## src/rtl/arb_pkg.sv

```systemverilog
// Shared state encoding and address-mux codes for the memory-port arbiter.
package arb_pkg;

   typedef enum logic [1:0] {
      IDLE     = 2'd0,
      SERVE_A  = 2'd1,
      SERVE_B  = 2'd2,
      PREFETCH = 2'd3
   } arb_state_t;

   localparam logic [1:0] ADDRMUX_A  = 2'd0;
   localparam logic [1:0] ADDRMUX_B  = 2'd1;
   localparam logic [1:0] ADDRMUX_PF = 2'd2;

endpackage

```

## src/rtl/arbiter_control.sv

```systemverilog
// Shares one physical-memory port between I-cache (A) and D-cache (B); strobe one cycle after IDLE sampling,
// requesters wait (held request) until their pmem_resp. ARB_PREFETCH_EN adds a next-line prefetch after A reads.
module arbiter_control
   import arb_pkg::*;
#(
   parameter int MAX_B_STREAK = 4
) (
   input  logic       clk,
   input  logic       rst,
   input  logic       pmem_read_a,
   input  logic       pmem_read_b,
   input  logic       pmem_write_b,
   input  logic       mem_resp,
   output logic       pmem_resp_a,
   output logic       pmem_resp_b,
   output logic       mem_read,
   output logic       mem_write,
   output logic       req_a,
   output logic       req_b,
   output logic       load_prefetch,
   output logic [1:0] addrmux_sel,
   output logic       load_pf_buf
);

   localparam int SW = $clog2(MAX_B_STREAK + 1);
   localparam logic [SW-1:0] STREAK_MAX = SW'(MAX_B_STREAK);

   arb_state_t    state, state_nxt;
   logic [SW-1:0] b_streak, b_streak_nxt;
   logic          a_pend, b_pend;

   assign a_pend = pmem_read_a;
   assign b_pend = pmem_read_b | pmem_write_b;

`ifdef ARB_PREFETCH_EN
   logic pf_pending, pf_pending_nxt;
`endif

   always_ff @(posedge clk) begin
      if (rst) begin
         state    <= IDLE;
         b_streak <= '0;
`ifdef ARB_PREFETCH_EN
         pf_pending <= 1'b0;
`endif
      end else begin
         state    <= state_nxt;
         b_streak <= b_streak_nxt;
`ifdef ARB_PREFETCH_EN
         pf_pending <= pf_pending_nxt;
`endif
      end
   end

   always_comb begin
      state_nxt     = state;
      b_streak_nxt  = b_streak;
      pmem_resp_a   = 1'b0;
      pmem_resp_b   = 1'b0;
      mem_read      = 1'b0;
      mem_write     = 1'b0;
      req_a         = 1'b0;
      req_b         = 1'b0;
      load_prefetch = 1'b0;
      addrmux_sel   = ADDRMUX_A;
      load_pf_buf   = 1'b0;
`ifdef ARB_PREFETCH_EN
      pf_pending_nxt = pf_pending;
`endif

      case (state)
         IDLE: begin
            // B normally wins; A is forced once B has monopolised the port
            if (a_pend && b_pend && (b_streak == STREAK_MAX)) begin
               state_nxt = SERVE_A;
            end else if (b_pend) begin
               state_nxt = SERVE_B;
            end else if (a_pend) begin
               state_nxt = SERVE_A;
`ifdef ARB_PREFETCH_EN
            end else if (pf_pending) begin
               state_nxt = PREFETCH;
`endif
            end
`ifdef ARB_PREFETCH_EN
            // a fresh demand read supersedes the stale lookahead
            if (state_nxt == SERVE_A) begin
               pf_pending_nxt = 1'b0;
            end
`endif
         end

         SERVE_A: begin
            addrmux_sel = ADDRMUX_A;
            req_a       = 1'b1;
            mem_read    = 1'b1;
            if (mem_resp) begin
               pmem_resp_a   = 1'b1;
               load_prefetch = 1'b1;
               b_streak_nxt  = '0;
               state_nxt     = IDLE;
`ifdef ARB_PREFETCH_EN
               pf_pending_nxt = 1'b1;
`endif
            end
         end

         SERVE_B: begin
            addrmux_sel = ADDRMUX_B;
            req_b       = 1'b1;
            mem_read    = pmem_read_b;
            mem_write   = pmem_write_b;
            if (mem_resp) begin
               pmem_resp_b = 1'b1;
               state_nxt   = IDLE;
               if (!pmem_read_a) begin
                  b_streak_nxt = '0;
               end else if (b_streak != STREAK_MAX) begin
                  b_streak_nxt = b_streak + SW'(1);
               end
            end
         end

`ifdef ARB_PREFETCH_EN
         PREFETCH: begin
            addrmux_sel = ADDRMUX_PF;
            mem_read    = 1'b1;
            if (mem_resp) begin
               load_pf_buf    = 1'b1;
               pf_pending_nxt = 1'b0;
               state_nxt      = IDLE;
            end
         end
`endif

         default: begin
            state_nxt = IDLE;
         end
      endcase
   end

endmodule

```

## config.mk

```make
export PLATFORM = sky130hd
export DESIGN_NAME = arbiter_control
export DESIGN_NICKNAME = d
export VERILOG_FILES = /design/src/rtl/arb_pkg.sv /design/src/rtl/arbiter_control.sv
export SDC_FILE = /design/constraint.sdc
export NUM_CORES = 1
export LEC_CHECK = 0
export BUFFER_PORTS_ARGS = -buffer_cell sky130_fd_sc_hd__buf_2
export CORE_AREA = 2 2 39 41
export CTS_BUF_LIST = sky130_fd_sc_hd__clkbuf_16
export DETAILED_ROUTE_END_ITERATION = 6
export DIE_AREA = 0 0 41 43
export PLACE_DENSITY = 0.59
export SYNTH_ARGS = -nofsm -noshare
export SYNTH_HDL_FRONTEND = slang
export SYNTH_SLANG_ARGS = --single-unit
```

## constraint.sdc

```tcl
create_clock -name clk -period 2.2 [get_ports clk]
set_clock_uncertainty 0.15 [all_clocks]
set_input_delay 0.44 -clock clk [delete_from_list [all_inputs] [get_ports clk]]
set_output_delay 0.44 -clock clk [all_outputs]
set_load 0.005 [all_outputs]
```

==> out/qor.txt <==
hold violation total from the final report - 0
Design Power - 0.000447 W
Required @ worst endpoint - 1.61 ns
biggest cell delay along the critical path - 0.34 ns
number of buffer cells added on primary ports - 13
CTS tree - done
Tmin final - 1.85 ns
count of fill cells added during filler insertion - 153
clock latency at the later pin of the worst-skew pair - 0.23 ns
hold wc startpoint - rst
peak supply drop - 319 µV
Leakage Power - 0.243 nW
setup violation total in the final timing report - 0
routed vias - 408
Post-Syn Instances - 50
power share of the sequential group - 21.7%
aggregate global-route resource usage - 12.2%
Avg Vias per Cell - 5.10
CP max-delay cell - sky130_fd_sc_hd__dfxtp_1
CTS Sinks - 5
core region area - 1380 µm²
post-detailed-route count of antenna-violating nets - 0
DRT Pass-1 Iters - 4
portion of the clock cycle consumed by the worst path in the final layout - 84.3%
proportion of layout cells with a drive suffix above 1 - 31.3%
level count of the clock H-tree - 1
power density over cell area - 820 nW/µm²
Starting Density - 29.5%
portion of the post-synthesis area used by sequential elements - 24.5%
number of buffers between clock root and the deepest sink - 2
number of synthesis warnings - 0
number of buffers created by CTS - 3
path type of the worst setup path - register to primary output
master cell of the clock root buffer - sky130_fd_sc_hd__clkbuf_16
highest clock rate - 539 MHz
Post-route DRC - 0
launch point of the critical path - state[0]$_SDFFE_PP0P_
arrival time at the worst endpoint - 1.26 ns
Net Switching - 0.0000913 W
clock-pin slew on the worst setup and hold paths - 0.03 ns
global-route wire length before repair - 1.38 mm
final weighted congestion of routability-driven global placement - 0.674
relative area change from synthesis to final layout - 33.7%
via count of the first global-routing pass - 340
post-detailed-routing wire length - 840 µm
reg-to-reg startpoint - state[0]$_SDFFE_PP0P_
1st-iter DRT viols - 15
Comb power frac - 12.4%
setup repair after global routing missed its margin - false
setup_tns - 0 ns
Post-Syn Area - 408 µm²
number of distinct library cell variants in the gate-level netlist after synthesis - 23
utilization of the core after routing - 39.4%
Critical Path Start Type - register
die width - 41 µm
Critical Path Fanout Max - 9
initial antenna violation count - 0
area of the die - 1760 µm²
Post-CTS Setup Bufs - 0
crit path capture type - primary output
final routed wire length divided by cell count - 10.5 µm
Switching Fraction - 20.4%
synthesized flop and latch total - 5
run status - finished clean
number of hold-repair buffers added at the cts stage - 0
number of max-capacitance violations reported - 0
Final HPWL DP - 659 µm
Cell Int Power - 0.000356 W
number of instances resized during post-cts repair - 0
diode insertion count for antenna repair - 0
global route overflow - 0
critical path, cell by cell - inv_1, ha_1, a21oi_1, nor2b_1, buf_2
# rows - 14
Avg Cell Area, Syn - 8.16 µm²
overall die height - 43 µm
maximum number of pins on one net before global-route repair - 10
clock network fraction of total power - 65.9%
final max-slew violation count - 0
type of the worst min-delay path - input port to register
final net count - 76
I/O pins - 16
-- kinds of logic (layout without fill, tap and decap cells) --
family | Yosys count | after routing | share of synthesized area (%)
AOI/OAI and AO/OA | 13 | 13 | 17.5
buffers and inverters | 9 | 22 | 12.0
DFF | 5 | 5 | 24.5
other | 1 | 2 | 0.919
adders and majority gates | 5 | 5 | 15.3
and+or+nand+nor | 17 | 17 | 29.8
-- worst max-delay path: cells and delay by family, from the launching register on --
family | cells | cell delay, ns
AOI/OAI and AO/OA | 1 | 0.17
adders and majority gates | 1 | 0.29
buffers and inverters | 2 | 0.19
DFF | 1 | 0.34
and+or+nand+nor | 1 | 0.06
-- flip-flops by register name (all words and copies together) (netlist names) --
register,cells
b_streak,3
state,2
-- final cells by class --
class / count / area [µm²] / area share [%]
Clock buffer: 3 / 75.1 / 13.8
Clock inverter: 1 / 3.75 / 0.688
Inverter: 5 / 18.8 / 3.44
Multi-Input combinational cell: 37 / 263 / 48.2
Sequential cell: 5 / 100 / 18.3
Tap cell: 16 / 20.0 / 3.67
Timing Repair Buffer: 13 / 65.1 / 11.9
-- placed cells by master, fill, tap and decap left out, drive strengths merged --
cell type and n:
and2 4, o21ai 5, or4b 1, nand2 1
inv 6, buf 13, nor2 1, ha 5
nand4b 1, nand2b 1, or4 2, and4 1
dfxtp 5, o2111ai 1, conb 2, nor4b 1
a21oi 6, nor2b 2, nand3 1, o31ai 1
clkbuf 3, and3b 1
-- power by group through the flow --
stage	clock (W)	sequential [W]	combinational (W)
final	0.000295	0.0000971	0.0000553
after global routing	0.000310	0.0000977	0.0000639
after CTS	0.000299	0.0000971	0.0000554
after detailed placement	0	0.0000983	0.0000548
after global placement	0	0.0000983	0.0000556
after floorplan	0	0.0000977	0.0000392
-- stage by stage --
stage               cell area (µm²)  setup WS [ns]  std cells  hold WS (ns)
floorplan                       412          0.612         51         0.310
global placement                467          0.524         76         0.335
detailed placement              467          0.511         76         0.336
CTS                             546          0.339         80         0.288
global route                    546          0.245         80         0.304
finish                          546          0.346         80         0.286
-- routing by layer --
layer / up-vias / routed length (µm) / global-route usage [%]
li1: 201 / - / -
met1: 188 / 372 / 15.2
met2: 17 / 388 / 15.6
met3: 2 / 65 / 4.71
met4: 0 / 14 / 10.0
met5: - / 0 / 0
-- path summary, 6_finish.rpt --
kind / to / slack, ns / depth (start not counted)
setup / recovery: mem_read / 0.35 / 5
hold / removal: b_streak[2]$_SDFFE_PP0P_ / 0.29 / 2
setup reg to reg: b_streak[1]$_SDFFE_PP0P_ / 0.48 / 5
hold reg to reg: state[0]$_SDFFE_PP0P_ / 0.35 / 2
-- cells in the mapped netlist, drive strengths merged --
library cell	number	share of area, %
conb	1	0.92
nor4b	1	2.1
nand2b	1	1.5
buf	4	7.4
or4b	1	2.5
nand2	1	0.92
ha	5	15
o21ai	5	6.1
nor2b	2	3.1
nor2	1	0.92
and2	4	6.7
inv	5	4.6
and3b	1	2.5
o31ai	1	1.8
a21oi	6	7.4
or4	2	3.7
dfxtp	5	25
nand3	1	1.2
o2111ai	1	2.1
nand4b	1	2.1
and4	1	2.5
No activity file was read; power rests on OpenSTA's default activity.
